`config.mk`:
```
export PLATFORM = sky130hd
export DESIGN_NAME = ex_mem_stage_buffer_flat
export DESIGN_NICKNAME = d
export VERILOG_FILES = /design/src/rtl/pipeline_pkg.sv /design/src/rtl/ex_mem_stage_buffer_if.sv /design/src/rtl/stage_entry_reg.sv /design/src/rtl/ex_mem_stage_buffer.sv /design/src/flat_wrapper.sv
export SDC_FILE = /design/constraint.sdc
export NUM_CORES = 1
export LEC_CHECK = 0
export BUFFER_PORTS_ARGS = -buffer_cell sky130_fd_sc_hd__buf_2
export CORE_MARGIN = 2
export CORE_UTILIZATION = 46
export CTS_BUF_LIST = sky130_fd_sc_hd__clkbuf_16
export CTS_CLUSTER_SIZE = 40
export DETAILED_ROUTE_END_ITERATION = 10
export GPL_ROUTABILITY_DRIVEN = 0
export GPL_TIMING_DRIVEN = 1
export PLACE_DENSITY = 0.69
export SLEW_MARGIN = 20
export SYNTH_ARGS = -nofsm -noshare
export SYNTH_HDL_FRONTEND = slang
export SYNTH_HIERARCHICAL = 1
export SYNTH_SLANG_ARGS = --single-unit
```
`constraint.sdc`:
```
create_clock -name clock -period 2.2 [get_ports clock]
set_clock_uncertainty 0.05 [all_clocks]
set_input_delay 0.33 -clock clock [delete_from_list [all_inputs] [get_ports clock]]
set_output_delay 0.33 -clock clock [all_outputs]
set_load 0.02 [all_outputs]
```
`src/rtl/pipeline_pkg.sv`:
```
// Shared EX/MEM pipeline definitions: default widths, NOP opcode and the
// packed stage bundle carried from EX into MEM.
package pipeline_pkg;

  localparam int unsigned DEF_DATA_W = 16;
  localparam int unsigned DEF_OPC_W  = 4;

  localparam logic [DEF_OPC_W-1:0] OP_NOP = '0;

  typedef struct packed {
    logic [DEF_OPC_W-1:0]  opcode;
    logic                  alu_zero;
    logic [DEF_DATA_W-1:0] alu_result;
    logic [DEF_DATA_W-1:0] rf_data2;
  } ex_mem_bundle_t;

endpackage

```
`src/rtl/ex_mem_stage_buffer_if.sv`:
```
// EX-side and MEM-side ready/valid channels of the EX/MEM stage buffer.
interface ex_mem_stage_buffer_if #(
  parameter int unsigned DATA_W = pipeline_pkg::DEF_DATA_W,
  parameter int unsigned OPC_W  = pipeline_pkg::DEF_OPC_W
);

  logic              in_valid;
  logic              in_ready;
  logic [OPC_W-1:0]  in_opcode;
  logic              in_alu_zero;
  logic [DATA_W-1:0] in_alu_result;
  logic [DATA_W-1:0] in_rf_data2;

  logic              out_valid;
  logic              out_ready;
  logic [OPC_W-1:0]  out_opcode;
  logic              out_alu_zero;
  logic [DATA_W-1:0] out_alu_result;
  logic [DATA_W-1:0] out_rf_data2;

  // Environment view: EX producer plus MEM consumer.
  modport master (
    output in_valid, in_opcode, in_alu_zero, in_alu_result, in_rf_data2, out_ready,
    input  in_ready, out_valid, out_opcode, out_alu_zero, out_alu_result, out_rf_data2
  );

  // Buffer view.
  modport slave (
    input  in_valid, in_opcode, in_alu_zero, in_alu_result, in_rf_data2, out_ready,
    output in_ready, out_valid, out_opcode, out_alu_zero, out_alu_result, out_rf_data2
  );

endinterface

```
`src/rtl/stage_entry_reg.sv`:
```
// One buffer entry: bundle register plus valid bit. Clear beats load and
// leaves the data untouched.
module stage_entry_reg
  import pipeline_pkg::*;
#(
  parameter type T = ex_mem_bundle_t
) (
  input  logic clock,
  input  logic reset,
  input  logic i_load,
  input  logic i_clear,
  input  T     i_data,
  output logic o_valid,
  output T     o_data
);

  logic r_valid;
  T     r_data;

  always_ff @(posedge clock or negedge reset) begin
    if (!reset) begin
      r_valid <= 1'b0;
      r_data  <= '0;
    end else if (i_clear) begin
      r_valid <= 1'b0;
    end else if (i_load) begin
      r_valid <= 1'b1;
      r_data  <= i_data;
    end
  end

  assign o_valid = r_valid;
  assign o_data  = r_data;

endmodule

```
`src/rtl/ex_mem_stage_buffer.sv`:
```
// EX/MEM stage buffer: head entry, optional skid entry for a registered
// upstream ready, synchronous flush for branch/jump squash.
module ex_mem_stage_buffer
  import pipeline_pkg::*;
#(
  parameter int unsigned DATA_W = DEF_DATA_W,
  parameter int unsigned OPC_W  = DEF_OPC_W,
  parameter int unsigned SKID   = 1
) (
  input  logic                  clock,
  input  logic                  reset,
  input  logic                  flush,
  ex_mem_stage_buffer_if.slave  bus
);

  typedef struct packed {
    logic [OPC_W-1:0]  opcode;
    logic              alu_zero;
    logic [DATA_W-1:0] alu_result;
    logic [DATA_W-1:0] rf_data2;
  } bundle_t;

  bundle_t w_in;
  bundle_t w_head;
  bundle_t w_head_d;
  logic    w_head_valid;
  logic    w_head_load;
  logic    w_head_clear;
  logic    w_in_ready;
  logic    w_accept;
  logic    w_retire;

  assign w_in     = {bus.in_opcode, bus.in_alu_zero, bus.in_alu_result, bus.in_rf_data2};
  assign w_accept = bus.in_valid && w_in_ready;
  assign w_retire = w_head_valid && bus.out_ready;

  stage_entry_reg #(.T(bundle_t)) u_head (
    .clock   (clock),
    .reset   (reset),
    .i_load  (w_head_load),
    .i_clear (w_head_clear),
    .i_data  (w_head_d),
    .o_valid (w_head_valid),
    .o_data  (w_head)
  );

  generate
    if (SKID != 0) begin : g_skid
      bundle_t w_skid;
      logic    w_skid_valid;
      logic    w_skid_load;
      logic    w_skid_clear;

      stage_entry_reg #(.T(bundle_t)) u_skid (
        .clock   (clock),
        .reset   (reset),
        .i_load  (w_skid_load),
        .i_clear (w_skid_clear),
        .i_data  (w_in),
        .o_valid (w_skid_valid),
        .o_data  (w_skid)
      );

      // Ready comes straight from the skid valid flop, so MEM never reaches EX.
      assign w_in_ready = !w_skid_valid;

      // While skid is full no accept can happen, so the head refills from skid.
      always_comb begin
        w_skid_load  = !flush && w_accept && w_head_valid && !w_retire;
        w_skid_clear = flush || (w_retire && w_skid_valid);
        w_head_load  = !flush && ((w_retire && w_skid_valid) ||
                                  (w_accept && (!w_head_valid || w_retire)));
        w_head_clear = flush || (w_retire && !w_skid_valid && !w_accept);
        w_head_d     = w_skid_valid ? w_skid : w_in;
      end
    end else begin : g_single
      assign w_in_ready = !w_head_valid || bus.out_ready;

      always_comb begin
        w_head_load  = !flush && w_accept;
        w_head_clear = flush || (w_retire && !w_accept);
        w_head_d     = w_in;
      end
    end
  endgenerate

  assign bus.in_ready       = w_in_ready;
  assign bus.out_valid      = w_head_valid;
  assign bus.out_opcode     = w_head.opcode;
  assign bus.out_alu_zero   = w_head.alu_zero;
  assign bus.out_alu_result = w_head.alu_result;
  assign bus.out_rf_data2   = w_head.rf_data2;

endmodule

```
`src/flat_wrapper.sv`:
```
// flat-port wrapper written by rule: the top's interface ports become plain ports
module ex_mem_stage_buffer_flat import pipeline_pkg::*;
#(
  parameter int unsigned DATA_W = DEF_DATA_W,
  parameter int unsigned OPC_W  = DEF_OPC_W,
  parameter int unsigned SKID   = 1
)
  (clock, reset, flush, bus_in_valid, bus_in_opcode, bus_in_alu_zero, bus_in_alu_result, bus_in_rf_data2, bus_out_ready, bus_in_ready, bus_out_valid, bus_out_opcode, bus_out_alu_zero, bus_out_alu_result, bus_out_rf_data2);
  ex_mem_stage_buffer_if #(.DATA_W(DATA_W), .OPC_W(OPC_W)) bus_i ();
  input  logic clock;
  input  logic reset;
  input  logic flush;
  input wire logic [$bits(bus_i.in_valid)-1:0] bus_in_valid;
  input wire logic [$bits(bus_i.in_opcode)-1:0] bus_in_opcode;
  input wire logic [$bits(bus_i.in_alu_zero)-1:0] bus_in_alu_zero;
  input wire logic [$bits(bus_i.in_alu_result)-1:0] bus_in_alu_result;
  input wire logic [$bits(bus_i.in_rf_data2)-1:0] bus_in_rf_data2;
  input wire logic [$bits(bus_i.out_ready)-1:0] bus_out_ready;
  output wire logic [$bits(bus_i.in_ready)-1:0] bus_in_ready;
  output wire logic [$bits(bus_i.out_valid)-1:0] bus_out_valid;
  output wire logic [$bits(bus_i.out_opcode)-1:0] bus_out_opcode;
  output wire logic [$bits(bus_i.out_alu_zero)-1:0] bus_out_alu_zero;
  output wire logic [$bits(bus_i.out_alu_result)-1:0] bus_out_alu_result;
  output wire logic [$bits(bus_i.out_rf_data2)-1:0] bus_out_rf_data2;
  assign bus_i.in_valid = bus_in_valid;
  assign bus_i.in_opcode = bus_in_opcode;
  assign bus_i.in_alu_zero = bus_in_alu_zero;
  assign bus_i.in_alu_result = bus_in_alu_result;
  assign bus_i.in_rf_data2 = bus_in_rf_data2;
  assign bus_i.out_ready = bus_out_ready;
  assign bus_in_ready = bus_i.in_ready;
  assign bus_out_valid = bus_i.out_valid;
  assign bus_out_opcode = bus_i.out_opcode;
  assign bus_out_alu_zero = bus_i.out_alu_zero;
  assign bus_out_alu_result = bus_i.out_alu_result;
  assign bus_out_rf_data2 = bus_i.out_rf_data2;
  ex_mem_stage_buffer #(.DATA_W(DATA_W), .OPC_W(OPC_W), .SKID(SKID)) u_core (.clock(clock), .reset(reset), .flush(flush), .bus(bus_i));
endmodule
```
* Word-level counts from Yosys, hierarchy flattened
Index checks and enable logic that the tools add are counted.
Word-level totals: bits in registers 76, input bits 42, output and inout bits 39, logic and storage cells 40
Cells by class: reductions and logical operators 23, mux-type cells 5, bitwise logic cells 2
Operators with widths (number):
- $mux 37 | 1
- $logic_and 1x1->1 | 10
- $logic_not 1->1 | 5
- $logic_or 1x1->1 | 4
- $mux 1 | 4
- $reduce_and 2->1 | 2
- $reduce_bool 2->1 | 2
- $not 1->1 | 2

* Depth between registers and ports, before layout
depth after elaboration 7, depth in mapped cells 8, gate-level depth less buffers 4

* Hierarchy
The synthesis kept the hierarchy.
Modules (own cells, without submodules):
- stage_entry_reg | sequential area each 950.9 sq um, cells an instance 82, area each 1581.5 sq um, instances 2
- ex_mem_stage_buffer | sequential area each 0.0 sq um, cells an instance 51, area each 671.9 sq um, instances 1

* Worst setup path after synthesis
Ideal clock, no wire load.
path type reg-to-reg, start register u_core.u_head.r_valid, in the netlist u_core/u_head/o_valid, end register u_core.u_head.r_data (netlist bit u_core/u_head/o_data[0]), setup slack 0.282 ns, required time 2.025 ns, buffers on the path 2, setup time 0.125 ns, clock period less this slack 1.918 ns, arrival time 1.742 ns, stages on the path, launching flop included 7, cells stage by stage dfrtp_1 nor2b_1 a2111oi_2 nor2b_4 buf_12 buf_12 mux2_4
On the way: longest elaborated chain between the ends 6, elaborated cells on any way between the ends 12, classes of those cells 1 x bitwise; 11 x reduce/logical
Ends and longest elaborated chain:
- from (decl) | line stage_entry_reg.sv:17 | logic r_valid;
- from (signal assigned) | line stage_entry_reg.sv:22 | r_valid <= 1'b0;
- from (signal assigned) | line stage_entry_reg.sv:25 | r_valid <= 1'b0;
- from (signal assigned) | line stage_entry_reg.sv:27 | r_valid <= 1'b1;
- $logic_not 1->1 / $logic_and 1x1->1 (equally long branches) | line ex_mem_stage_buffer.sv:72, ex_mem_stage_buffer.sv:35
- $logic_or 1x1->1 | line ex_mem_stage_buffer.sv:72 | (w_accept && (!w_head_valid || w_retire)));
- $logic_and 1x1->1 | line ex_mem_stage_buffer.sv:72
- $logic_or 1x1->1 * | line ex_mem_stage_buffer.sv:71 | w_head_load = !flush && ((w_retire && w_skid_valid) ||
- $logic_and 1x1->1 * | line ex_mem_stage_buffer.sv:71
- net u_core.w_head_load | line ex_mem_stage_buffer.sv:27 | logic w_head_load;
- $reduce_and 2->1 (no line) *
- to (signal assigned) | line stage_entry_reg.sv:28 | r_data <= i_data;
- to (decl) | line stage_entry_reg.sv:18 | T r_data;
Mark *: on every way through the listed nets, which the timed path passes. The rest lies on a longest branch. A chain may end at the register's enable or synchronous reset.

* Worst setup path in the final report
start register u_core.u_head.r_valid, in the netlist u_core/u_head/o_valid, end register u_core.u_head.r_data (netlist bit u_core/u_head/o_data[36])
Same word-level chain as after synthesis.

==> impl_metrics.json <==
{
  "htree_num_levels": 3,
  "pwr-share-seq_pct": 42.5,
  "cts_buffer_depth": 2,
  "worstReg2RegEnd": "u_core/u_head/o_data[36]",
  "num_io_pins": 81,
  "fp.dieArea_sq_um": 9083,
  "finalMaxSlewViolations": 0,
  "worst-endpoint-arrival_ns": 2.08,
  "run_status": "finished clean",
  "yosys.cell_types.count": 12,
  "seq_area_frac_synth_pct": 49.59,
  "tritoncts.num_buffers": 9,
  "setup.reg_to_reg.worst_slack_ns": 0.27,
  "synth.cells.most_frequent": "mux2_4 (97), dfrtp_1 (76), mux2_2 (14)",
  "routed_antenna_nets": 0,
  "final.min_clock_period_ns": 1.932,
  "worst_setup_path_end_kind": "flop",
  "synth_compound_gate_area_share_pct": 0.8483,
  "number_of_flops_mapped_to_enable_cells_by_yosys": 0,
  "synth_most_common_cell": "mux2_4",
  "dominant_combinational_cell_family_by_area_after_synthesis": "multiplexers",
  "clock_transition_at_path_regs_ns": 0.06,
  "post_synthesis_simple_gate_area_fraction_pct": 1.631,
  "clockRootBuffer": "clkbuf_16",
  "timing.critical_path.fanout_max": 19,
  "number_of_port_buffers": 80,
  "yosys.area_share.adder_pct": 0,
  "pin_count_of_the_biggest_net_entering_global_routing": 53,
  "synth-xor-area-share_pct": 0,
  "power_density_nw_per_um2": 962.0,
  "netlist.area_leader.share_pct": 49.59,
  "cts_hold_buffers": 0,
  "final_hold_viol_count": 0,
  "synthCells": 215,
  "post_cts_repair_resize_count": 0,
  "clkSinkCount": 76,
  "avgSynthCellArea_sq_um": 17.84,
  "first_global_vias": 2201,
  "yosysTopAreaCell": "dfrtp_1",
  "proportion_of_register_bits_with_asynchronous_set_or_reset_after_synthesis_pct": 100.0,
  "switching_share_pct": 26.03,
  "combPwrFrac_pct": 23.3,
  "die_h_um": 95.31,
  "post-cts-setup-buffer-count": 0,
  "postLayoutCoreUtil_pct": 56.22,
  "via_total_after_detailed_routing": 2008,
  "worst_pin_slew_ns": 0.6763,
  "synth-seq-cells": 76,
  "cts_tree": "built",
  "maxSlewHeadroom_pct": 54.91,
  "gr-usage-all-layers_pct": 15.78,
  "timing.final.setup_violations": 0,
  "post_synth_main_area_contributors": "dfrtp_1 (50%), mux2_4 (38%), buf_12 (4.2%)",
  "finish.net_count": 342,
  "drt_pass1_iterations": 4,
  "synth.area.mux_share_pct": 42.09,
  "chipWidth_um": 95.31,
  "maximum_vdd_drop_mv": 0.4339,
  "routed_wire_length_per_instance_um": 16.18,
  "synth_nets": 257,
  "antenna_found_initial": 0,
  "synth_flop_type": "dfrtp_1",
  "leakage_nw": 2.239,
  "post_layout_nonfiller_instances": 408,
  "start_util_pct": 47.15,
  "drive_gt1_share_pct": 71.95,
  "critical_path_class": "reg2reg",
  "core_sq_um": 8134,
  "crit_required_ns": 2.35,
  "fmax_mhz": 517.5,
  "netlist_area_sq_um": 3835,
  "yosys_warnings": 6,
  "power_frac_clock_pct": 34.2,
  "first_iter_violations": 43,
  "diode_insertion_count_for_antenna_repair": 0,
  "growth_of_design_area_from_synthesis_to_finish_pct": 19.25,
  "insertion_delay_ns": 0.32,
  "critPathCapture": "u_core/u_head/o_data[36]",
  "floorplan.rows": 33,
  "final.setup.tns_ns": 0,
  "rr_startpoint": "u_core/u_head/o_valid",
  "drt-total-wl_um": 6600,
  "ff2ff_path_depth": 5,
  "cellInternalPower_mw": 3.254,
  "netSwitchingPower_mw": 1.145,
  "wire_length_of_the_first_global_routing_pass_um": 10870,
  "hpwlAfterDp_um": 4439,
  "critical_path.startpoint": "u_core/u_head/o_valid",
  "gr-total-overflow": 0,
  "grt_setup_unrepaired": "no",
  "worst_hold_path_type": "in2async",
  "critical_path.startpoint_type": "flop",
  "via_count_normalized_by_instance_count": 4.922,
  "placed_instances": 394,
  "finalCritPeriodShare_pct": 87.84,
  "route.detailed.drc": 0,
  "cap_violations": 0
}
[cells by family (layout without fill, tap and decap cells)]
family / after synthesis / in the layout
AND/OR/NAND/NOR: 10 / 10
AO/OA/AOI/OAI: 3 / 3
multiplexers: 111 / 111
buffers and inverters: 15 / 103
flip-flops: 76 / 76
[layout by cell type, fill, tap and decap left out]
master / netlist / layout
a2111oi_2: 1 / 1
a31o_2: 2 / 2
and3_1: 1 / 1
buf_12: 8 / 5
buf_2: 0 / 79
buf_4: 0 / 3
bufinv_16: 0 / 2
clkbuf_16: 0 / 9
clkinv_2: 0 / 2
clkinv_4: 0 / 1
dfrtp_1: 76 / 75
dfrtp_2: 0 / 1
inv_1: 2 / 2
mux2_2: 14 / 14
mux2_4: 97 / 97
nor2_1: 6 / 6
nor2b_1: 1 / 1
nor2b_4: 2 / 2
[power groups by stage]
stage                     combinational [mW]  clock, mW  sequential (mW)
after CTS                               1.04       1.54             1.87
final                                   1.03       1.50             1.87
after global placement                  1.01          0             1.88
after floorplan                        0.528          0             2.07
after detailed placement                1.04          0             1.89
after global routing                    1.10       1.61             1.91
[worst min-delay path by stage]
stage	start	to	slack, ns	depth (start not counted)
after detailed placement	reset	u_core/u_head/o_data[27]	0.36	1
after floorplan	reset	u_core/g_skid.u_skid/o_data[0]	-0.02	0
after global placement	reset	u_core/u_head/o_data[21]	0.37	1
final	reset	u_core/u_head/o_data[27]	0.006	1
after CTS	reset	u_core/u_head/o_data[27]	0.02	1
after global routing	reset	u_core/u_head/o_data[22]	0.05	1
[registers in the layout (all words and copies together) (netlist names)]
register,cells
u_core/g_skid.u_skid/o_valid,1
u_core/u_head/o_valid,1
u_core/u_head/o_data,37
u_core/g_skid.u_skid/o_data,37
[stage by stage]
step / instance area (sq um) / hold WS (ns) / setup slack, ns / total power [mW]
global route: 4573 / 0.04696 / 0.1694 / 4.620
finish: 4573 / 0.006105 / 0.2676 / 4.399
detailed placement: 4269 / 0.3644 / 0.2827 / 2.924
CTS: 4573 / 0.02007 / 0.2619 / 4.448
floorplan: 3835 / -0.01559 / 0.2824 / 2.594
global placement: 4269 / 0.3689 / 0.3202 / 2.896
[layout make-up]
type	count	area, sq um
Clock buffer	9	225.2
Clock inverter	5	78.83
Fill cell	655	3561
Inverter	2	7.507
Multi-Input combinational cell	124	1709
Sequential cell	76	1903
Tap cell	105	131.4
Timing Repair Buffer	87	518.0
[routing by layer]
metal,global-route usage (%),part of all wire [%],vias to the layer above
met2,24.47,46,60
li1,-,-,928
met1,20.99,47,1014
met4,5.435,0.70,0
met3,4.901,6.8,6
met5,0,0,-
[worst max-delay path, stage by stage (launching register included)]
cell,delay [ns]
dfrtp_1,0.42
nor2b_1,0.17
a2111oi_2,0.33
nor2b_4,0.27
buf_12,0.20
mux2_2,0.35
Power figures use the tool's default switching activity.
